==> config.mk <==
export PLATFORM = sky130hd
export DESIGN_NAME = flow_stack
export DESIGN_NICKNAME = d
export VERILOG_FILES = /design/src/rtl/flow_stack.sv
export SDC_FILE = /design/constraint.sdc
export NUM_CORES = 1
export LEC_CHECK = 0
export CAP_MARGIN = 20
export CELL_PAD_IN_SITES_DETAIL_PLACEMENT = 0
export CELL_PAD_IN_SITES_GLOBAL_PLACEMENT = 1
export CORE_ASPECT_RATIO = 1.1
export CORE_MARGIN = 2
export CORE_UTILIZATION = 45
export CTS_CLUSTER_SIZE = 14
export DETAILED_ROUTE_END_ITERATION = 8
export HOLD_SLACK_MARGIN = 0.1
export PLACE_DENSITY_LB_ADDON = 0.1
export RECOVER_POWER = 50
export SYNTH_ARGS = -nofsm -noshare
export SYNTH_HDL_FRONTEND = slang
export SYNTH_SLANG_ARGS = --single-unit
==> constraint.sdc <==
create_clock -name clk -period 6.7 [get_ports clk]
set_input_delay 1.34 -clock clk [delete_from_list [all_inputs] [get_ports clk]]
set_output_delay 1.34 -clock clk [all_outputs]
set_load 0.02 [all_outputs]
==> src/rtl/flow_stack.sv <==
// flow_stack: bounded call stack plus per-lane enable-mask stacks with overflow/underflow trap
module flow_stack #(
  parameter int WIDTH  = 16,
  parameter int CDEPTH = 4,
  parameter int EDEPTH = 32,
  parameter int LANES  = 1
) (
  input  logic                            clk,
  input  logic                            reset,
  input  logic                            op_valid,
  input  logic [2:0]                      op,
  input  logic [WIDTH-1:0]                op_pc,
  input  logic [LANES-1:0]                cond,
  input  logic                            err_clr,
  output logic                            op_ready,
  output logic                            resp_valid,
  output logic                            take,
  output logic [WIDTH-1:0]                ret_pc,
  output logic [LANES-1:0]                en,
  output logic                            any_en,
  output logic [$clog2(CDEPTH+1)-1:0]     depth,
  output logic                            ovf,
  output logic                            unf
);
  localparam int DW = $clog2(CDEPTH+1);
  localparam int AW = CDEPTH > 1 ? $clog2(CDEPTH) : 1;
  typedef enum logic {RUN, ERR} state_t;
  state_t state;
  logic [EDEPTH-1:0] estk [LANES];
  logic [WIDTH-1:0] cstk [2**AW];
  logic acc, full, empty;
  assign op_ready = state == RUN;
  assign acc = op_valid & op_ready;
  assign full = depth == DW'(CDEPTH);
  assign empty = depth == '0;
  assign any_en = |en;
  // top-of-stack enable bit of each lane
  always_comb begin
    en = '0;
    for (int l = 0; l < LANES; l++) en[l] = estk[l][0];
  end
  // state, stacks and registered response
  always_ff @(posedge clk) begin
    if (reset) begin
      state <= RUN;
      resp_valid <= 1'b0;
      take <= 1'b0;
      ret_pc <= '0;
      depth <= '0;
      ovf <= 1'b0;
      unf <= 1'b0;
      for (int l = 0; l < LANES; l++) estk[l] <= '1;
    end else begin
      resp_valid <= acc;
      if (state == ERR && err_clr) begin
        state <= RUN;
        ovf <= 1'b0;
        unf <= 1'b0;
      end
      if (acc) begin
        take <= 1'b0;
        case (op)
          3'd1: if (any_en) begin
            if (full) begin
              ovf <= 1'b1;
              state <= ERR;
            end else begin
              cstk[AW'(depth)] <= op_pc;
              depth <= depth + DW'(1);
              take <= 1'b1;
            end
          end
          3'd2: if (any_en) begin
            if (empty) begin
              unf <= 1'b1;
              state <= ERR;
            end else begin
              ret_pc <= cstk[AW'(depth - DW'(1))] + WIDTH'(1);
              depth <= depth - DW'(1);
              take <= 1'b1;
            end
          end
          3'd3: for (int l = 0; l < LANES; l++) estk[l] <= {estk[l][EDEPTH-2:0], estk[l][0]};
          3'd4: for (int l = 0; l < LANES; l++) estk[l] <= {1'b1, estk[l][EDEPTH-1:1]};
          3'd5: for (int l = 0; l < LANES; l++) estk[l][0] <= 1'b1;
          3'd6: begin
            for (int l = 0; l < LANES; l++) estk[l][0] <= estk[l][0] & cond[l];
            take <= ~|(en & cond);
          end
          default: ;
        endcase
      end
    end
  end
endmodule

==> results of run 1 <==
flip-flops by register name, indices dropped and copies added (netlist names):
register	flops
cstk	64
estk	32
ret_pc	16
depth	3
ovf	1
resp_valid	1
state	1
take	1
unf	1
cell usage in the layout, fill, tap and decap left out, types with 4 or more instances in the layout:
cell,instances
ha_1,6
a211oi_1,16
clkbuf_16,17
and2_1,4
o22ai_1,30
nor3_1,6
buf_4,4
clkdlybuf4s50_1,6
edfxtp_1,96
dfxtp_1,24
dlygate4sd3_1,43
nor2_1,63
mux4_2,9
nand3_1,6
xnor2_1,15
inv_6,7
inv_1,6
nand2_1,10
mux4_1,7
metrics by stage:
| step | hold WS [ps] | area, sq um | cells | setup slack, ps |
|---|---|---|---|---|
| after CTS | 505 | 6340 | 571 | 3040 |
| after detailed placement | 497 | 5730 | 539 | 2650 |
| final | 498 | 6370 | 573 | 2190 |
| after floorplan | 531 | 5120 | 361 | 2990 |
| after global placement | 488 | 5730 | 539 | 2720 |
| after global routing | 519 | 6370 | 573 | 1900 |
metal layers:
| layer | global-route usage | up-vias | part of all wire |
|---|---|---|---|
| met5 | 0 | - | 0 |
| met1 | 0.201 | 1475 | 0.46 |
| li1 | - | 1504 | - |
| met2 | 0.268 | 57 | 0.50 |
| met3 | 0.0405 | 7 | 0.031 |
| met4 | 0.0526 | 0 | 0.0078 |
power by group:
group	switching [W]	internal (W)
clock	0.000333	0.000594
combinational	0.0000466	0.0000345
sequential	0.00000486	0.000816
cell families (layout without fill, tap and decap cells):
group / count (synthesis) / in the layout
DFF: 120 / 120
and+or+nand+nor: 113 / 113
adders and majority gates: 6 / 6
xor gates and xnor gates: 17 / 17
buffers and inverters: 28 / 93
AOI/OAI and AO/OA: 60 / 60
muxes: 17 / 17
final cells by class:
cell class | count | share of cell area
multi-input combinational | 213 | 0.255
timing repair buffer | 55 | 0.0884
tap | 147 | 0.0289
clock buffer | 17 | 0.0668
sequential | 120 | 0.528
clock inverter | 15 | 0.0295
inverter | 6 | 0.00354
worst min-delay path: stages, from the launching register on:
cell	delay [ps]
dfxtp_1	300
nor2_1	90
a211oi_1	50
worst max-delay path by stage:
stage / slack [ps] / depth (start not counted) / endpoint
detailed placement: 2650 / 6 / estk[0][25]
floorplan: 2990 / 4 / estk[0][0]
global route: 1900 / 4 / estk[0][0]
finish: 2190 / 4 / estk[0][0]
global placement: 2720 / 6 / estk[0][16]
CTS: 3040 / 6 / estk[0][17]
==> run_results.csv, run 1 <==
group,metric,value,unit
cells_and_area,fin_nets,443,
clock_network,cts_tree,"done",
flow_run,drv_cap,1,
min_path,hold_path.class,"flip-flop to flip-flop",
cells_and_area,area_delta_synth_final,24.3,%
worst_setup_path,worstPathArrival,4630,ps
global_route,grt_max_degree,33,
yosys,syn_area_per_cell,14.2,sq um
worst_setup_path,cp_cell_sequence,"dlygate4sd3_1 -> nand2b_1 -> o21bai_1 -> or2_2",
yosys,synthMuxAreaShare,0.0774,
worst_setup_path,r2r_end,"estk[0][0]",
timing,fmaxAchievable,222,MHz
global_route,grt_antenna_before_repair,0,
timing,finalSetupTns,0,ps
die,die_h,116,um
worst_setup_path,required,6810,ps
clock_network,cts_buffers,17,
worst_setup_path,path_class,"input pin to flip-flop",
timing,setup_violations,0,
drt,avgViaCountPerCell,5.31,
min_path,holdCritStartpoint,"ret_pc[3]",
die,die_w,106,um
pwr,power_density,287,nW/um^2
yosys,synth_top_family_by_area,"simple AND/OR/NAND/NOR gates",
cells_and_area,multiInputGateArea,1620,sq um
yosys,syn_nets,391,
yosys,synth_compound_area_frac,0.0779,
drt,wl,9190,um
clock_network,path_clk_slew,60,ps
yosys,yosysTopAreaCell,"edfxtp_1",
global_route,grt_pass1_wl,14900,um
yosys,synth_simple_gate_area_share,0.117,
yosys,synth_edf_count,96,
placement,dp_hpwl,5970,um
cells_and_area,drive_gt1_frac,0.136,
yosys,syn_area,5120,sq um
die,core,11000,sq um
timing,min_period,4510,ps
worst_setup_path,crit_buf_inv,1,
yosys,synth_most_common_cell,"edfxtp_1",
yosys,synth_top_area_frac,0.563,
die,die_area,12300,sq um
cells_and_area,final_util,0.578,
timing,max_slew.worst_pin.slew,2720,ps
run_status,outcome,"complete, but fails checks",
yosys,synth_adder_area_share,0.0147,
worst_setup_path,slowest_stage,"o21bai_1",
worst_setup_path,worstPathMaxFanout,32,
yosys,yosysWarningCount,0,
drt,detail_route.iter0.violations,127,
clock_network,clkLatencyLatePin,400,ps
worst_setup_path,end_kind,"flip-flop",
worst_setup_path,r2r-start,"state",
cells_and_area,antenna_cells,0,
drt,detail_route.wl_per_cell,16.0,um
timing,finalMaxSlewViolations,33,
min_path,min_path_cells,2,
pwr,ir_worst_vdd,0.000151,V
yosys,ys.flop_type,"edfxtp_1",
timing,rsz0062_at_grt,"no",
cells_and_area,final-seq-area,3360,sq um
die,num_io_pins,50,
yosys,synthCells,361,
global_route,track_usage,0.158,
timing,finalHoldViolCount,0,
yosys,yosysUniqueCellTypes,46,
placement,portBuffers,49,
global_route,grt_pass1_vias,3017,
yosys,synth_xor_area_frac,0.0291,
clock_network,cts_resized,0,
yosys,synthTopCellsByCount,"edfxtp_1 (96), nor2_1 (63), o22ai_1 (30), dfxtp_1 (24), a211oi_1 (16)",
cells_and_area,n_fill_cell,908,
yosys,async_flop_share,0,
clock_network,postCtsHoldBufs,0,
die,rows,40,
timing,max_slew_margin,-0.820,
timing,min_period_over_period,0.674,
drt,drcViolationCount,0,
yosys,yosysSeqAreaShare,0.657,
clock_network,cts.htree.levels,4,
clock_network,cts_sinks,120,
yosys,ys_ff_latch,120,
worst_setup_path,max_stage_delay,2120,ps
yosys,synthTopCellsByArea,"edfxtp_1 (56%), dfxtp_1 (9.4%), nor2_1 (4.6%)",
worst_setup_path,r2r_slack,3240,ps
drt,antenna_left,0,
clock_network,cts_buffer_depth,2,
pwr,p_leak,1.99,nW
worst_setup_path,startpoint,"op_valid",
global_route,grt_remaining_overflow,0,
clock_network,postCtsSetupRepairBufs,0,
pwr,power,0.00183,W
worst_setup_path,cp_top_family,"compound AO/OA/AOI/OAI gates",
timing,skew,11.1,ps
placement,gp_congestion,0.734,
die,start_util,0.465,
min_path,hold_path_end,"ret_pc[3]",
drt,num_vias,3043,
worst_setup_path,ff2ff_path_depth,3,
drt,dr.pass1.iters,4,
run_status,violations,"capacitance limit, slew limit",
worst_setup_path,start_kind,"input pin",
clock_network,cts_root_buf,"clkbuf_16",
Power figures use the tool's default switching activity.
==> inputs of run 2 (changes only) <==
- clock period: 6.7 -> 4.22 ns (I/O delays scaled with it)
==> run_results.csv, run 2 (synthesis gave the netlist of run 1 again) <==
group,metric,value,unit
clock_network,cts_buffer_depth,2,
timing,finalHoldViolCount,0,
timing,rsz0062_at_grt,"no",
timing,max_slew.worst_pin.slew,1060,ps
timing,setup_violations,0,
cells_and_area,n_fill_cell,914,
pwr,switching_share,0.215,
drt,avgViaCountPerCell,5.37,
timing,min_period_over_period,0.699,
timing,max_slew_margin,0.293,
worst_setup_path,start_kind,"input pin",
run_status,outcome,"complete, no violations",
worst_setup_path,worstPathMaxFanout,16,
die,start_util,0.465,
clock_network,path_clk_slew,50,ps
drt,wl,9710,um
clock_network,cts_buffers,17,
pwr,seq_power_share,0.461,
die,rows,40,
drt,antenna_left,0,
global_route,grt_pass1_wl,15600,um
worst_setup_path,worstPathArrival,2980,ps
timing,finalSetupTns,0,ps
clock_network,cts_tree,"done",
pwr,power,0.00283,W
flow_run,drv_cap,0,
worst_setup_path,required,4260,ps
pwr,clkPwrFrac,0.493,
cells_and_area,antenna_cells,0,
min_path,hold_path.class,"flip-flop to flip-flop",
cells_and_area,largestRegisters,"cstk x64, estk x32, ret_pc x16",
pwr,p_int,0.00222,W
drt,dr.pass1.iters,4,
global_route,grt_pass1_vias,3007,
placement,gp_congestion,0.732,
die,num_io_pins,50,
cells_and_area,final_cell_mix,"edfxtp_1 (96), nor2_1 (63), dlygate4sd3_1 (43)",
timing,finalMaxSlewViolations,0,
pwr,ir_worst_vdd,0.000307,V
placement,portBuffers,49,
clock_network,clkLatencyLatePin,420,ps
global_route,track_usage,0.170,
worst_setup_path,end_kind,"flip-flop",
pwr,power_density,448,nW/um^2
clock_network,cts.htree.levels,4,
drt,drcViolationCount,0,
die,die_w,106,um
global_route,grt_antenna_before_repair,0,
drt,detail_route.wl_per_cell,16.9,um
clock_network,postCtsSetupRepairBufs,0,
cells_and_area,drive_gt1_frac,0.136,
timing,fmaxAchievable,339,MHz
drt,detail_route.iter0.violations,169,
worst_setup_path,path_class,"input pin to flip-flop",
cells_and_area,top_register,"cstk",
cells_and_area,area_delta_synth_final,23.3,%
die,core,11000,sq um
timing,skew,19.6,ps
clock_network,cts_root_buf,"clkbuf_16",
cells_and_area,largest_reg_flops,64,
clock_network,postCtsHoldBufs,0,
cells_and_area,final_common_cell,"edfxtp_1",
die,die_h,116,um
global_route,grt_max_degree,33,
clock_network,cts_resized,0,
pwr,combinationalPowerShare,0.046,
clock_network,cts_sinks,120,
pwr,power.switching,0.000608,W
die,die_area,12300,sq um
timing,min_period,2950,ps
cells_and_area,fin_nets,445,
placement,dp_hpwl,6450,um
pwr,p_leak,1.97,nW
drt,num_vias,3086,
global_route,grt_remaining_overflow,0,
[run 2: cell types whose count changed in the layout (fill, tap and decap cells not counted), sizes merged]
cell,previous run,this run
inv,14,8
clkinv,3,8
buf,6,8
bufinv,3,2
clkbuf,17,18
clkinvlp,1,2
[run 2: worst paths after layout]
check	start	to	slack, ps	depth (start not counted)
max	op[2]	cstk[0][8]	1270	5
min	ret_pc[6]	ret_pc[6]	490	2
max reg2reg	depth[1]	ret_pc[14]	1690	8
min reg2reg	ret_pc[6]	ret_pc[6]	490	2
[run 2: power by group through the flow]
stage | logic, W | clock network, W | registers, W
global placement | 0.000136 | 0 | 0.00133
detailed placement | 0.000137 | 0 | 0.00133
CTS | 0.000138 | 0.00142 | 0.00130
global route | 0.000143 | 0.00148 | 0.00130
floorplan | 0.0000774 | 0 | 0.00133
finish | 0.000130 | 0.00140 | 0.00130
[run 2: stage by stage]
| stage | cell area, sq um | cells | setup WS, ps | util | hold slack [ps] |
|---|---|---|---|---|---|
| 2_1_floorplan | 5120 | 361 | 1000 | - | 531 |
| 3_3_place_gp | 5750 | 543 | 966 | 0.522 | 490 |
| 3_5_place_dp | 5750 | 543 | 927 | 0.522 | 493 |
| 4_1_cts | 6330 | 575 | 1330 | 0.575 | 500 |
| 5_1_grt | 6310 | 575 | 1030 | 0.574 | 521 |
| 6_report | 6310 | 575 | 1270 | 0.574 | 495 |
[run 2: area by class of cell]
class                           count  area [sq um]  share of cell area
Sequential cell                   120          3360               0.533
Clock buffer                       18           429              0.0680
Multi-Input combinational cell    213          1620               0.256
Inverter                            6          22.5             0.00357
Clock inverter                     14           150              0.0238
Timing Repair Buffer               57           551              0.0872
Tap cell                          147           184              0.0291
[run 2: critical path: stages]
cell           delay, ps
dlygate4sd3_1        630
and4bb_2             370
nand2_1              100
nor3_1               280
and2_1               750
[run 2: routing by layer]
layer | vias to the layer above | share of wire | global-route usage
li1 | 1515 | - | -
met1 | 1501 | 0.46 | 0.218
met3 | 10 | 0.036 | 0.0478
met5 | - | 0 | 0
met2 | 60 | 0.50 | 0.277
met4 | 0 | 0.012 | 0.0658
==> inputs of run 3 (changes only) <==
- clock period: 4.22 -> 2.9 ns (I/O delays scaled with it)
==> run_results.csv, run 3 (synthesis gave the netlist of run 1 again) <==
group,metric,value,unit
run_status,outcome,"complete, no violations",
worst_setup_path,slowest_stage,"dlygate4sd3_1",
timing,min_period_over_period,0.897,
cells_and_area,largestRegisters,"cstk x64, estk x32, ret_pc x16",
worst_setup_path,cp_cell_sequence,"dlygate4sd3_1 -> nand2b_1 -> clkbuf_1 -> o21bai_2 -> clkbuf_2 -> or2_2",
timing,skew,7.39,ps
pwr,power_density,662,nW/um^2
worst_setup_path,path_class,"input pin to flip-flop",
pwr,p_int,0.00348,W
global_route,grt_pass1_wl,15400,um
worst_setup_path,required,3060,ps
drt,antenna_left,0,
timing,finalHoldViolCount,0,
cells_and_area,fin_area,6500,sq um
timing,hold_ws,493,ps
placement,dp_hpwl,6420,um
cells_and_area,n_fill_cell,911,
clock_network,postCtsSetupRepairBufs,0,
clock_network,cts_sinks,120,
drt,num_vias,3156,
pwr,ir_worst_vdd,0.000420,V
clock_network,clkLatencyLatePin,400,ps
timing,finalMaxSlewViolations,0,
global_route,track_usage,0.166,
placement,portBuffers,49,
drt,drcViolationCount,0,
clock_network,cts_buffer_depth,2,
worst_setup_path,r2r_slack,510,ps
pwr,p_leak,2.06,nW
drt,detail_route.iter0.violations,141,
timing,max_slew.worst_pin.slew,813,ps
clock_network,cts_root_buf,"clkbuf_16",
pwr,power.switching,0.000823,W
min_path,hold_path.class,"flip-flop to flip-flop",
global_route,grt_remaining_overflow,0,
pwr,power,0.00430,W
cells_and_area,final_common_cell,"edfxtp_1",
cells_and_area,drive_gt1_frac,0.153,
drt,detail_route.wl_per_cell,16.2,um
timing,rsz0062_at_grt,"no",
global_route,grt_antenna_before_repair,0,
timing,min_period,2600,ps
clock_network,cts.htree.levels,4,
cells_and_area,area_delta_synth_final,26.9,%
worst_setup_path,crit_buf_inv,3,
cells_and_area,fin_nets,454,
timing,fmaxAchievable,384,MHz
worst_setup_path,max_stage_delay,580,ps
global_route,grt_pass1_vias,3099,
timing,finalSetupTns,0,ps
worst_setup_path,end_kind,"flip-flop",
placement,post_dp_cell_area,5890,sq um
pwr,clkPwrFrac,0.514,
die,die_area,12300,sq um
cells_and_area,top_register,"cstk",
clock_network,postCtsHoldBufs,0,
die,die_w,106,um
die,rows,40,
placement,gp_congestion,0.792,
die,num_io_pins,50,
pwr,combinationalPowerShare,0.045,
clock_network,cts_tree,"done",
clock_network,cts_resized,0,
die,core,11000,sq um
clock_network,cts_buffers,17,
drt,dr.pass1.iters,4,
flow_run,drv_cap,0,
die,start_util,0.465,
timing,setup_violations,0,
cells_and_area,antenna_cells,0,
cells_and_area,largest_reg_flops,64,
die,die_h,116,um
drt,avgViaCountPerCell,5.40,
worst_setup_path,worstPathMaxFanout,32,
worst_setup_path,worstPathArrival,2760,ps
worst_setup_path,cp_top_family,"buffers and inverters",
pwr,seq_power_share,0.441,
clock_network,path_clk_slew,50,ps
worst_setup_path,start_kind,"input pin",
pwr,switching_share,0.191,
cells_and_area,final_cell_mix,"edfxtp_1 (96), nor2_1 (63), dlygate4sd3_1 (38)",
global_route,grt_max_degree,33,
timing,max_slew_margin,0.458,
drt,wl,9460,um
-- run 3: cell count changes in the layout (fill, tap and decap cells not counted), moves of 2 or more --
cell             previous run  this run
inv_6                       2         0
buf_12                      0         5
dlygate4sd3_1              43        38
clkinv_1                    1         3
clkbuf_2                    0         2
bufinv_16                   2         5
clkdlybuf4s50_1             6        11
clkinv_4                    5         1
-- run 3: through the flow --
stage               utilization  setup slack, ps  cells
CTS                       0.593              461    584
floorplan                     -              217    361
global placement          0.535              318    552
finish                    0.590              297    584
detailed placement        0.535              285    552
global route              0.590              146    584
-- run 3: power by group through the flow --
stage,clock network [W],logic (W),registers (W)
finish,0.00221,0.000194,0.00190
global route,0.00235,0.000215,0.00190
CTS,0.00226,0.000208,0.00190
detailed placement,0,0.000208,0.00193
global placement,0,0.000205,0.00193
floorplan,0,0.000113,0.00193
-- run 3: cell type report --
class,instances,area (sq um),area share
multi-input cells,213,1620,0.250
well taps,147,184,0.0283
clock inverters,15,208,0.0320
inverters,6,22.5,0.00347
flip-flops and latches,120,3360,0.518
clock buffers,17,425,0.0655
repair buffers,66,672,0.103
-- run 3: final timing paths --
check | startpoint | end | cells after the start
worst max-delay path | op_valid | estk[0][0] | 6
worst min-delay path | unf | unf | 2
worst max register to register | depth[0] | ret_pc[12] | 8
worst min register to register | unf | unf | 2
-- run 3: per-layer routing --
| metal | wire [um] | share of wire | up-vias | global-route usage |
|---|---|---|---|---|
| met5 | 0 | 0 | - | 0 |
| met4 | 174 | 0.018 | 0 | 0.0789 |
| met3 | 395 | 0.042 | 16 | 0.0461 |
| met2 | 4760 | 0.50 | 68 | 0.272 |
| met1 | 4140 | 0.44 | 1543 | 0.205 |
| li1 | - | - | 1529 | - |
-- run 3: worst min-delay path: stages, from the launching register on --
cell and delay [ps]:
dfxtp_1 330, a21oi_1 60, nor2_1 70
